[src/rtl/hazard_scoreboard_if.sv]
// Stage-control and hazard-result bundle between the MIPS datapath and hazard_scoreboard.
interface hazard_scoreboard_if #(
  parameter int unsigned AW = 5
);
  logic [AW-1:0] rsD, rtD, rsE, rtE;
  logic [AW-1:0] WriteRegE, WriteRegM, WriteRegW;
  logic          RegWriteE, RegWriteM, RegWriteW;
  logic          MemToRegE, MemToRegM;
  logic          BranchD, MduOpD, MduStartE;
  logic [AW-1:0] MduDstE;
  logic          ForwardaD, ForwardbD;
  logic [1:0]    ForwardaE, ForwardbE;
  logic          StallF, StallD, FlushE;
  logic          MduBusy, MduWb;
  logic [AW-1:0] MduWbReg;

  modport master (
    output rsD, rtD, rsE, rtE, WriteRegE, WriteRegM, WriteRegW,
           RegWriteE, RegWriteM, RegWriteW, MemToRegE, MemToRegM,
           BranchD, MduOpD, MduStartE, MduDstE,
    input  ForwardaD, ForwardbD, ForwardaE, ForwardbE,
           StallF, StallD, FlushE, MduBusy, MduWb, MduWbReg
  );

  modport slave (
    input  rsD, rtD, rsE, rtE, WriteRegE, WriteRegM, WriteRegW,
           RegWriteE, RegWriteM, RegWriteW, MemToRegE, MemToRegM,
           BranchD, MduOpD, MduStartE, MduDstE,
    output ForwardaD, ForwardbD, ForwardaE, ForwardbE,
           StallF, StallD, FlushE, MduBusy, MduWb, MduWbReg
  );
endinterface

[src/rtl/hazard_scoreboard.sv]
// 5-stage MIPS hazard unit with a one-entry scoreboard for a multi-cycle MDU.
// Optional stall performance counters are enabled by defining HAZARD_PERF_EN.
module hazard_scoreboard #(
  parameter int unsigned AW      = 5,
  parameter int unsigned MDU_LAT = 4
) (
  input  logic        clk,
  input  logic        rst_n,
  hazard_scoreboard_if.slave hz
`ifdef HAZARD_PERF_EN
  ,
  output logic [31:0] StallCnt,
  output logic [31:0] MduStallCnt
`endif
);

  localparam int unsigned   CW       = $clog2(MDU_LAT + 1);
  localparam logic [CW-1:0] CNT_LOAD = CW'(MDU_LAT - 1);
  localparam logic [CW-1:0] CNT_ONE  = CW'(1);
  localparam logic [CW-1:0] CNT_TWO  = CW'(2);

  logic          busy;
  logic [CW-1:0] cnt;
  logic [AW-1:0] dst;

  logic mduLate;
  logic lwStall, brStall, mduStall, mduBusyStall, stall;

  function automatic logic [1:0] fwdE(
    input logic [AW-1:0] src,
    input logic [AW-1:0] wrM,
    input logic          rwM,
    input logic [AW-1:0] wrW,
    input logic          rwW
  );
    logic [1:0] sel;
    sel = 2'b00;
    if (src != '0) begin
      if (rwM && (src == wrM))      sel = 2'b10;
      else if (rwW && (src == wrW)) sel = 2'b01;
    end
    return sel;
  endfunction

  always_comb begin
    hz.ForwardaD = (hz.rsD != '0) && (hz.rsD == hz.WriteRegM) && hz.RegWriteM;
    hz.ForwardbD = (hz.rtD != '0) && (hz.rtD == hz.WriteRegM) && hz.RegWriteM;
    hz.ForwardaE = fwdE(hz.rsE, hz.WriteRegM, hz.RegWriteM, hz.WriteRegW, hz.RegWriteW);
    hz.ForwardbE = fwdE(hz.rtE, hz.WriteRegM, hz.RegWriteM, hz.WriteRegW, hz.RegWriteW);
  end

  // Stalls only while the result is still 2+ cycles away; in the MduWb cycle
  // the write-through regfile already supplies the value.
  always_comb begin
    mduLate      = busy && (cnt >= CNT_TWO);
    lwStall      = hz.MemToRegE && (hz.WriteRegE != '0) &&
                   ((hz.WriteRegE == hz.rsD) || (hz.WriteRegE == hz.rtD));
    brStall      = hz.BranchD &&
                   ((hz.RegWriteE && (hz.WriteRegE != '0) &&
                     ((hz.WriteRegE == hz.rsD) || (hz.WriteRegE == hz.rtD))) ||
                    (hz.MemToRegM && (hz.WriteRegM != '0) &&
                     ((hz.WriteRegM == hz.rsD) || (hz.WriteRegM == hz.rtD))));
    mduStall     = mduLate && (dst != '0) && ((dst == hz.rsD) || (dst == hz.rtD));
    mduBusyStall = hz.MduOpD && mduLate;
    stall        = lwStall || brStall || mduStall || mduBusyStall;
  end

  assign hz.StallF   = stall;
  assign hz.StallD   = stall;
  assign hz.FlushE   = stall;
  assign hz.MduBusy  = busy;
  assign hz.MduWb    = busy && (cnt == CNT_ONE);
  assign hz.MduWbReg = busy ? dst : '0;

  // A new issue overrides the retiring op in its MduWb cycle; the countdown
  // is free-running and ignores pipeline stalls.
  always_ff @(posedge clk or negedge rst_n) begin
    if (!rst_n) begin
      busy <= 1'b0;
      cnt  <= '0;
      dst  <= '0;
    end else if (hz.MduStartE) begin
      busy <= 1'b1;
      cnt  <= CNT_LOAD;
      dst  <= hz.MduDstE;
    end else if (busy) begin
      cnt <= cnt - CNT_ONE;
      if (cnt == CNT_ONE) begin
        busy <= 1'b0;
        dst  <= '0;
      end
    end
  end

`ifdef HAZARD_PERF_EN
  always_ff @(posedge clk or negedge rst_n) begin
    if (!rst_n) begin
      StallCnt    <= '0;
      MduStallCnt <= '0;
    end else begin
      if (stall)                    StallCnt    <= StallCnt + 32'd1;
      if (mduStall || mduBusyStall) MduStallCnt <= MduStallCnt + 32'd1;
    end
  end
`endif

endmodule
[src/flat_wrapper.sv]
// flat-port wrapper written by rule: the top's interface ports become plain ports
module hazard_scoreboard_flat 
#(
  parameter int unsigned AW      = 5,
  parameter int unsigned MDU_LAT = 4
)
  (clk, rst_n, hz_rsD, hz_rtD, hz_rsE, hz_rtE, hz_WriteRegE, hz_WriteRegM, hz_WriteRegW, hz_RegWriteE, hz_RegWriteM, hz_RegWriteW, hz_MemToRegE, hz_MemToRegM, hz_BranchD, hz_MduOpD, hz_MduStartE, hz_MduDstE, hz_ForwardaD, hz_ForwardbD, hz_ForwardaE, hz_ForwardbE, hz_StallF, hz_StallD, hz_FlushE, hz_MduBusy, hz_MduWb, hz_MduWbReg);
  hazard_scoreboard_if #(.AW(AW)) hz_i ();
  input  logic clk;
  input  logic rst_n;
  input wire logic [$bits(hz_i.rsD)-1:0] hz_rsD;
  input wire logic [$bits(hz_i.rtD)-1:0] hz_rtD;
  input wire logic [$bits(hz_i.rsE)-1:0] hz_rsE;
  input wire logic [$bits(hz_i.rtE)-1:0] hz_rtE;
  input wire logic [$bits(hz_i.WriteRegE)-1:0] hz_WriteRegE;
  input wire logic [$bits(hz_i.WriteRegM)-1:0] hz_WriteRegM;
  input wire logic [$bits(hz_i.WriteRegW)-1:0] hz_WriteRegW;
  input wire logic [$bits(hz_i.RegWriteE)-1:0] hz_RegWriteE;
  input wire logic [$bits(hz_i.RegWriteM)-1:0] hz_RegWriteM;
  input wire logic [$bits(hz_i.RegWriteW)-1:0] hz_RegWriteW;
  input wire logic [$bits(hz_i.MemToRegE)-1:0] hz_MemToRegE;
  input wire logic [$bits(hz_i.MemToRegM)-1:0] hz_MemToRegM;
  input wire logic [$bits(hz_i.BranchD)-1:0] hz_BranchD;
  input wire logic [$bits(hz_i.MduOpD)-1:0] hz_MduOpD;
  input wire logic [$bits(hz_i.MduStartE)-1:0] hz_MduStartE;
  input wire logic [$bits(hz_i.MduDstE)-1:0] hz_MduDstE;
  output wire logic [$bits(hz_i.ForwardaD)-1:0] hz_ForwardaD;
  output wire logic [$bits(hz_i.ForwardbD)-1:0] hz_ForwardbD;
  output wire logic [$bits(hz_i.ForwardaE)-1:0] hz_ForwardaE;
  output wire logic [$bits(hz_i.ForwardbE)-1:0] hz_ForwardbE;
  output wire logic [$bits(hz_i.StallF)-1:0] hz_StallF;
  output wire logic [$bits(hz_i.StallD)-1:0] hz_StallD;
  output wire logic [$bits(hz_i.FlushE)-1:0] hz_FlushE;
  output wire logic [$bits(hz_i.MduBusy)-1:0] hz_MduBusy;
  output wire logic [$bits(hz_i.MduWb)-1:0] hz_MduWb;
  output wire logic [$bits(hz_i.MduWbReg)-1:0] hz_MduWbReg;
  assign hz_i.rsD = hz_rsD;
  assign hz_i.rtD = hz_rtD;
  assign hz_i.rsE = hz_rsE;
  assign hz_i.rtE = hz_rtE;
  assign hz_i.WriteRegE = hz_WriteRegE;
  assign hz_i.WriteRegM = hz_WriteRegM;
  assign hz_i.WriteRegW = hz_WriteRegW;
  assign hz_i.RegWriteE = hz_RegWriteE;
  assign hz_i.RegWriteM = hz_RegWriteM;
  assign hz_i.RegWriteW = hz_RegWriteW;
  assign hz_i.MemToRegE = hz_MemToRegE;
  assign hz_i.MemToRegM = hz_MemToRegM;
  assign hz_i.BranchD = hz_BranchD;
  assign hz_i.MduOpD = hz_MduOpD;
  assign hz_i.MduStartE = hz_MduStartE;
  assign hz_i.MduDstE = hz_MduDstE;
  assign hz_ForwardaD = hz_i.ForwardaD;
  assign hz_ForwardbD = hz_i.ForwardbD;
  assign hz_ForwardaE = hz_i.ForwardaE;
  assign hz_ForwardbE = hz_i.ForwardbE;
  assign hz_StallF = hz_i.StallF;
  assign hz_StallD = hz_i.StallD;
  assign hz_FlushE = hz_i.FlushE;
  assign hz_MduBusy = hz_i.MduBusy;
  assign hz_MduWb = hz_i.MduWb;
  assign hz_MduWbReg = hz_i.MduWbReg;
  hazard_scoreboard #(.AW(AW), .MDU_LAT(MDU_LAT)) u_core (.clk(clk), .rst_n(rst_n), .hz(hz_i));
endmodule
[config.mk]
export PLATFORM = sky130hd
export DESIGN_NAME = hazard_scoreboard_flat
export DESIGN_NICKNAME = d
export VERILOG_FILES = /design/src/rtl/hazard_scoreboard_if.sv /design/src/rtl/hazard_scoreboard.sv /design/src/flat_wrapper.sv
export SDC_FILE = /design/constraint.sdc
export NUM_CORES = 1
export LEC_CHECK = 0
export ABC_AREA = 1
export BUFFER_PORTS_ARGS = -buffer_cell sky130_fd_sc_hd__buf_2
export CORE_UTILIZATION = 50
export DETAILED_ROUTE_END_ITERATION = 12
export PLACE_DENSITY_LB_ADDON = 0.08
export SLEW_MARGIN = 10
export SYNTH_ARGS = -nofsm -noshare
export SYNTH_HDL_FRONTEND = slang
export SYNTH_SLANG_ARGS = --single-unit
[constraint.sdc]
create_clock -name clk -period 2.7 [get_ports clk]
set_input_delay 0.54 -clock clk [delete_from_list [all_inputs] [get_ports clk]]
set_output_delay 0.54 -clock clk [all_outputs]
set_load 0.005 [all_outputs]
==> run metrics, run 1 <==
Ys Warns 0; first drt pass iteration count 4; Post-route DRC 0; first-pass GRT wire length 6890 um; sequential share of power between 20% and 30%; detailed placement HPWL between 3000 and 4000 um; Fmax between 400 and 500 MHz; Die Area ~3100 um^2; clk buf depth 2; Peak VDD IR about 0.47 mV; Critical Path RT ~2.2 ns; worst hold slack between 0.1 and 0.15 ns; min Tclk post-route 2.25 ns; crit path cell chain inv_1, ha_1, o31ai_1, nor2_1, nand2_1, nand2_1, inv_1, nand2_1, buf_2; CTS Buf Count 3; Die Y approximately 55 um; syn avg cell area between 5 and 6 um^2; vias per inst between 5 and 6; top routing layer used met4; logic gate share of total power a little over half; met1 WL approximately 1900 um; final setup fails 0; FF-to-FF path depth 5; commonest non-fill, non-tap cells in the layout nand2_1, buf_2, inv_1, nor2_1, inv_2; Final Cycle Share 83.4%; Via Count between 1500 and 2000; Post-CTS Setup Bufs 0; Internal about 0.38 mW; sequential share of the synthesized area between 10% and 20%; Resized Gates After CTS 0; clock-pin slew on the worst setup and hold paths ~0.060 ns; FP Rows 18; CTS Sinks 9; element type at the critical path start register; Critical Path End Type output pin; total core area 2590 um^2; share of cells above drive strength 1 28.2%; Starting Density a little over half; CTS tree built; critical path class reg2out; max cap viols 0; Max Slew Vio Count 0; Tightest Hold Check Type in2async; largest net degree at the start of global routing 11; Syn Nets around 320; status finished clean; Clock power frac between 10% and 20%; Final Hold Viols 0; worst slew pin tran 0.409 ns; Slew headroom 72.5%; commonest non-fill, non-tap cell in the layout nand2_1; Psw 0.305 mW; Fillers approximately 270; IO buf count 65; synthesis-stage register bit count 9; P&R area growth vs syn 24.4%; GR Overflow Total 0; setup_tns 0 ns; vias in the first global route around 1600; unrepaired setup endpoints after global routing no; root buffer selected by CTS clkbuf_4; I/O Pins 66; met2 wire length roughly 1700 um; drt initial violations 93; Net Sw Frac ~45%; Worst Path Buf+Inv 3; hold_buf cts 0; Die X 55.3 um; Leak Pwr 1.10 nW; Levels on crit path 9; Post-DRT Antenna Nets 0; CP dominant cell by count nand2_1; slowest stage cell, crit path dfrtp_1; antenna violations before repair 0; gr usage total a little over a quarter; slowest cell delay on critical path approximately 0.38 ns; crit path DAT 1.71 ns; Layout Skew between 0.003 and 0.004 ns; CP delay by family, top flip-flops; Critical Path Fanout Max 4; synthesized area between 1000 and 1500 um^2; length of routed met3 wiring slightly above 300 um; routed len/inst roughly 11 um; Distinct cells, synth 29; antenna cells 0; Routed WL between 3000 and 4000 um; clk_lat worst skew between 0.2 and 0.3 ns; GP Congestion about 0.98; Total Nets Final 380; Cells after Synth around 260; H-tree depth 1; PD cells 386 nW/um^2
state kept, by name, summed over array words and instances, names as in the netlist:
name	count
u_core.cnt	3
u_core.hz.MduBusy	1
u_core.dst	5
kinds of logic after synthesis:
group	count (synthesis)	share of synthesized area [%]
AOI/OAI and AO/OA	33	14.5
xor gates and xnor gates	12	7.39
and+or+nand+nor	147	42.6
adders and majority gates	3	2.64
DFF	9	15.8
buffers and inverters	59	17.0
power groups by stage:
stage	registers, mW	clock network (mW)	logic [mW]
final	0.204	0.108	0.369
after global routing	0.211	0.116	0.425
after CTS	0.205	0.113	0.370
after detailed placement	0.205	0	0.367
after global placement	0.206	0	0.361
after floorplan	0.191	0	0.254
layer usage:
layer | global-route usage, % | up-vias
li1 | - | 941
met1 | 38.9 | 761
met2 | 43.7 | 81
met3 | 4.68 | 2
met4 | 5.00 | 0
met5 | 0 | -
through the flow:
stage / utilization (%) / power [mW] / instance area (um^2) / std cells / setup WS [ns]
global placement: 67.2 / 0.568 / 1740 / 352 / 0.692
global route: 68.3 / 0.751 / 1770 / 356 / 0.328
floorplan: - / 0.445 / 1420 / 263 / 0.807
CTS: 68.3 / 0.687 / 1770 / 356 / 0.440
detailed placement: 67.2 / 0.572 / 1740 / 352 / 0.659
finish: 68.3 / 0.682 / 1770 / 356 / 0.448
worst paths after layout:
kind,slack (ns),endpoint,from
worst max-delay path,0.45,hz_StallD,u_core.cnt[0]
worst min-delay path,0.11,u_core.hz.MduBusy,rst_n
worst max register to register,1.43,u_core.dst[2],u_core.cnt[1]
worst min register to register,0.51,u_core.cnt[0],u_core.cnt[0]
max in group asynchronous,2.41,u_core.cnt[1],rst_n
min in group clk,0.48,u_core.dst[0],hz_MduDstE[0]
synthesized netlist by cell type (all sizes together):
library cell	count	area share [%]
a211oi	2	1.4
a21oi	7	2.7
a221oi	1	0.62
buf	5	2.7
clkbuf	1	0.26
clkinv	1	0.26
dfrtp	9	16
ha	3	2.6
inv	52	14
nand2	96	25
nand3	13	5.3
nor2	28	7.9
nor3	8	3.2
nor4	2	0.88
o2111ai	4	2.5
o21ai	13	4.6
o22ai	5	2.2
o31ai	1	0.53
xnor2	11	6.8
xor2	1	0.62
final cells by class:
class                      count  area (um^2)  share of cell area [%]
tap                           30         37.5                    2.12
sequential                     9          225                    12.7
inverter                      53          199                    11.3
multi-input combinational    195          955                    54.0
clock buffer                   4         26.3                    1.49
timing repair buffer          65          325                    18.4
Note: power is estimated with default switching activity, not from simulation.
==> inputs of run 2 (changes only) <==
- CORE_UTILIZATION: 50 -> 43
- clock period: 2.7 -> 2.05 ns (I/O delays scaled with it)
==> run metrics, run 2 (synthesis gave the netlist of run 1 again) <==
critical path class reg2out; max cap viols 0 (unchanged); Post-route DRC 0 (unchanged); Via Count 1749 (-2.0%); largest net degree at the start of global routing 11 (unchanged); clk buf depth 2 (unchanged); crit path cell chain inv_2, ha_4, o31ai_4, nor2_1, nand2_1, nand2_1, inv_1, nand2_2, buf_2; first-pass GRT wire length 6290 um (-8.8%); Reg area 226 um^2 (+0.56%); routed len/inst 10.5 um (-2.2%); commonest non-fill, non-tap cells in the layout nand2_1, buf_2, inv_1, nor2_1, inv_2; vias in the first global route 1476 (-8.5%); final setup fails 0 (unchanged); GP Congestion 0.915 (-6.2%); area occupied by multi-input gates 983 um^2 (+3.0%); Post-Place Worst Slack 0.279 ns (-0.381 ns); Die Y 59.5 um (+7.6%); Fillers 346 (+27%); Post-DRT Antenna Nets 0 (unchanged); GR Overflow Total 0 (unchanged); commonest non-fill, non-tap cell in the layout nand2_1; Fmax approximately 510 MHz; Routed WL 3920 um (+2.2%); Critical Path End Type output pin; PD cells 517 nW/um^2 (+34%); CTS tree built; clk_lat worst skew 0.26 ns (about the same); Peak VDD IR 0.525 mV (+11%); I/O Pins 66 (unchanged); clock-pin slew on the worst setup and hold paths 0.06 ns (about the same); CTS Sinks 9 (unchanged); Max Slew Vio Count 0 (unchanged); PnR worst setup slack 0.0936 ns (-0.355 ns); Die Area 3540 um^2 (+16%); crit path DAT 1.55 ns (-0.16 ns); Total Nets Final 382 (+0.53%); FP Rows 20 (+2); P&R area growth vs syn 29.0%; Slew headroom 74.8% (+2.3 points); gr usage total 23.2% (-4.1 points); status finished clean; Final Hold Viols 0 (unchanged); worst slew pin tran 0.376 ns (-0.0331 ns); drt initial violations 110 (+18%); slowest stage cell, crit path dfrtp_1; min Tclk post-route 1.96 ns; first drt pass iteration count 4 (unchanged); slowest cell delay on critical path 0.40 ns (+0.02 ns); IO buf count 65 (unchanged); Critical Path RT 1.64 ns (-0.52 ns); root buffer selected by CTS clkbuf_4; detailed placement HPWL 3290 um (+3.1%); H-tree depth 1 (unchanged); share of cells above drive strength 1 30.2% (+2.0 points); total core area 3100 um^2 (+20%); Critical Path Fanout Max 4 (unchanged); Layout Skew 0.000872 ns (-0.00285 ns); element type at the critical path start register; Starting Density 45.8% (-9.1 points); Largest register FFs 5 (unchanged); Final Cycle Share between 90% and 100%; cell area after layout 1830 um^2 (+3.7%); Tightest Hold Check Type in2reg; Placed Area 1760 um^2 (+1.0%); antenna cells 0 (unchanged); Die X 59.5 um (+7.6%); Leak Pwr 1.11 nW (+0.85%); antenna violations before repair 0 (unchanged); CTS Buf Count 3 (unchanged); CP dominant cell by count nand2_1; Biggest register u_core.dst; vias per inst 4.70 (-6.2%)
-- run 2: cell count changes in the layout (fill, tap and decap cells not counted), sizes merged --
cell	change
dlygate4sd3	+1
buf	+1
-- run 2: metrics by stage --
stage,total power [mW],hold slack [ns],cells,TNS (ns),utilization (%)
after floorplan,0.586,0.114,263,0,-
after global placement,0.752,0.273,366,0,56.7
after detailed placement,0.757,0.272,366,0,56.7
after CTS,0.907,0.363,371,0,58.0
after global routing,1.04,0.359,372,-0.0189,59.1
final,0.947,0.365,372,0,59.1
-- run 2: final timing paths --
kind                          startpoint             to  slack (ns)  cells past startpoint
setup / recovery           u_core.cnt[0]      hz_FlushE        0.09                      9
hold / removal             hz_MduDstE[1]  u_core.dst[1]        0.36                      3
hold reg to reg            u_core.cnt[0]  u_core.cnt[0]        0.55                      1
max in group asynchronous          rst_n  u_core.cnt[1]        1.31                      2
min in group asynchronous          rst_n  u_core.dst[0]        0.54                      2
setup reg to reg           u_core.cnt[1]  u_core.dst[4]        0.73                      5
-- run 2: per-layer routing --
metal	global-route usage, %	wire (um)	vias to the layer above
met5	0	0	-
met3	3.49	200	2
met4	2.33	11	0
met2	35.8	1670	37
li1	-	-	949
met1	35.1	2050	761
-- run 2: critical path, delay by kind of cell (launching register included) --
family | cells | cell delay, ns
fa+ha+maj | 1 | 0.16
flops | 1 | 0.40
compound gates | 1 | 0.23
buf+inv | 3 | 0.25
simple gates | 4 | 0.24
-- run 2: power by group --
group          switching [mW]  internal [mW]  leakage [nW]
sequential             0.0682          0.218         0.105
combinational           0.291          0.235         0.990
clock                  0.0605         0.0749        0.0150
total                   0.419          0.528          1.11
-- run 2: cell type report --
class	instances	share of cell area (%)
inverters	53	10.9
clock buffers	4	1.43
well taps	44	3.00
flip-flops and latches	9	12.4
repair buffers	67	18.7
multi-input cells	195	53.7
-- run 2: repair_timing --
| item | CTS | global route |
|---|---|---|
| endpoints found under the setup margin | 3 | 3 |
| pin swaps | 0 | 2 |
| endpoints found under the hold margin | 9 | 0 |
| hold buffers | 1 | 0 |
| gates resized for setup | 1 | 7 |
| buffers inserted | 0 | 1 |
==> inputs of run 3 (changes only) <==
--- a/config.mk
+++ b/config.mk
@@ -12,2 +12,3 @@
 export PLACE_DENSITY_LB_ADDON = 0.08
+export REMOVE_ABC_BUFFERS = 1
 export SLEW_MARGIN = 10
==> constraint.sdc (replaced) <==
create_clock -name clk -period 2.05 [get_ports clk]
set_input_delay 0.205 -clock clk [delete_from_list [all_inputs] [get_ports clk]]
set_output_delay 0.205 -clock clk [all_outputs]
set_load 0.005 [all_outputs]
==> run metrics, run 3 (synthesis gave the netlist of run 1 again) <==
status finished clean; worst hold slack 0.163 ns (-0.202 ns); crit path DAT 1.59 ns (+0.04 ns); Leak Pwr 1.11 nW (-0.46%); total core area 3100 um^2 (unchanged); gr usage total 24.8% (+1.6 points); Starting Density 45.8% (unchanged); CTS Sinks 9 (unchanged); final setup fails 0 (unchanged); Tightest Hold Check Type in2reg; GR Overflow Total 0 (unchanged); logic gate share of total power 54.4% (-1.1 points); Biggest register u_core.dst; Critical Path Fanout Max 4 (unchanged); Net Sw Frac 44.5% (+0.27 points); Fillers 378 (+9.2%); I/O Pins 66 (unchanged); Inst Count DP 366 (unchanged); largest net degree at the start of global routing 11 (unchanged); H-tree depth 1 (unchanged); Layout Skew 0.00346 ns (+0.00259 ns); clk_lat worst skew 0.26 ns (about the same); Post-Layout Cell Count 371 (-0.27%); Die Area 3540 um^2 (unchanged); routed len/inst 10.9 um (+3.4%); Critical Path End Type output pin; area occupied by multi-input gates 955 um^2 (-2.9%); root buffer selected by CTS clkbuf_4; Peak VDD IR 0.312 mV (-41%); PD cells 499 nW/um^2 (-3.4%); commonest non-fill, non-tap cells in the layout nand2_1, buf_2, inv_1, nor2_1, inv_2; fin util 57.9% (-1.2 points); share of cells above drive strength 1 28.1% (-2.0 points); Routed WL 4050 um (+3.1%); IO buf count 65 (unchanged); Psw 0.399 mW (-4.8%); Die Y 59.5 um (unchanged); Internal 0.497 mW (-5.8%); P&R area growth vs syn 26.3%; Die X 59.5 um (unchanged); Post-route DRC 0 (unchanged); Total Nets Final 381 (-0.26%); Via Count 1743 (-0.34%); FP Rows 20 (unchanged); clk buf depth 2 (unchanged); worst slew pin tran 0.454 ns (+0.0776 ns); Final Cycle Share 87.7% (-7.7 points); Placed Area 1760 um^2 (unchanged); CTS Buf Count 3 (unchanged); Post-Place Worst Slack 0.503 ns (+0.225 ns); cell area after layout 1800 um^2 (-2.0%); Post-DRT Antenna Nets 0 (unchanged); Largest register FFs 5 (unchanged); GP Congestion 0.903 (-1.3%); sequential share of power 30.6% (+0.4 points); commonest non-fill, non-tap cell in the layout nand2_1; antenna violations before repair 0 (unchanged); max cap viols 0 (unchanged); Slew headroom 69.5% (-5.2 points); CTS tree built; setup_tns 0 ns (unchanged); clock-pin slew on the worst setup and hold paths 0.06 ns (about the same); Fmax 556 MHz (+8.8%); Clock power frac 15.1% (+0.8 points); Max Slew Vio Count 0 (unchanged); antenna cells 0 (unchanged); drt initial violations 58 (-47%); vias in the first global route 1579 (+7.0%); Final Hold Viols 0 (unchanged); Final Total Pwr 0.896 mW (-5.3%); element type at the critical path start register; first drt pass iteration count 4 (unchanged); first-pass GRT wire length 6710 um (+6.8%); Critical Path RT 1.85 ns (+0.21 ns); unrepaired setup endpoints after global routing no; min Tclk post-route 1.80 ns (-0.158 ns); critical path class reg2out; detailed placement HPWL 3370 um (+2.5%); vias per inst 4.70 (about the same); Reg area 225 um^2 (-0.55%); PnR worst setup slack 0.252 ns (+0.158 ns)
## run 3: cell types whose count changed in the layout (fill, tap and decap cells not counted), sizes merged
cell / change
buf: -1
## run 3: power groups by stage
stage	Sequential (mW)	Clock [mW]	Combinational, mW
6_report	0.274	0.135	0.487
5_1_grt	0.281	0.152	0.565
4_1_cts	0.273	0.141	0.490
3_5_place_dp	0.276	0	0.486
3_3_place_gp	0.275	0	0.484
2_1_floorplan	0.262	0	0.289
## run 3: final timing paths
| kind | slack, ns | endpoint | startpoint | depth (start not counted) |
|---|---|---|---|---|
| worst max-delay path | 0.25 | hz_FlushE | u_core.cnt[0] | 9 |
| worst min register to register | 0.52 | u_core.cnt[0] | u_core.cnt[0] | 1 |
| worst max register to register | 0.66 | u_core.dst[2] | u_core.cnt[1] | 5 |
| worst min-delay path | 0.16 | u_core.dst[0] | hz_MduDstE[0] | 3 |
| min in group asynchronous | 0.34 | u_core.dst[3] | rst_n | 2 |
| max in group asynchronous | 1.53 | u_core.dst[2] | rst_n | 2 |
## run 3: layout make-up
cell class                 instances  area share [%]
clock buffer                       4            1.46
multi-input combinational        195            53.2
inverter                          53            11.1
timing repair buffer              66            18.7
sequential                         9            12.5
tap                               44            3.07
## run 3: worst max-delay path: stages, from the launching register on
cell     delay (ns)
dfrtp_1        0.38
inv_1          0.08
ha_1           0.20
o31ai_1        0.27
nor2_1         0.07
nand2_1        0.07
nand2_1        0.04
inv_1          0.04
nand2_1        0.06
buf_2          0.13
## run 3: repair_timing
action                    in CTS  in global routing
hold endpoints to repair       9                  0
buffers inserted               0                  0
hold buffers                   1                  0
resized for setup              0                  0
## run 3: layer usage
layer  vias to the layer above  part of all wire, %  track usage, %
met5                         -                    0               0
met4                         0                 0.25            3.32
met3                         2                  5.0            5.46
met2                        54                   46            40.8
met1                       743                   49            33.9
li1                        944                    -               -
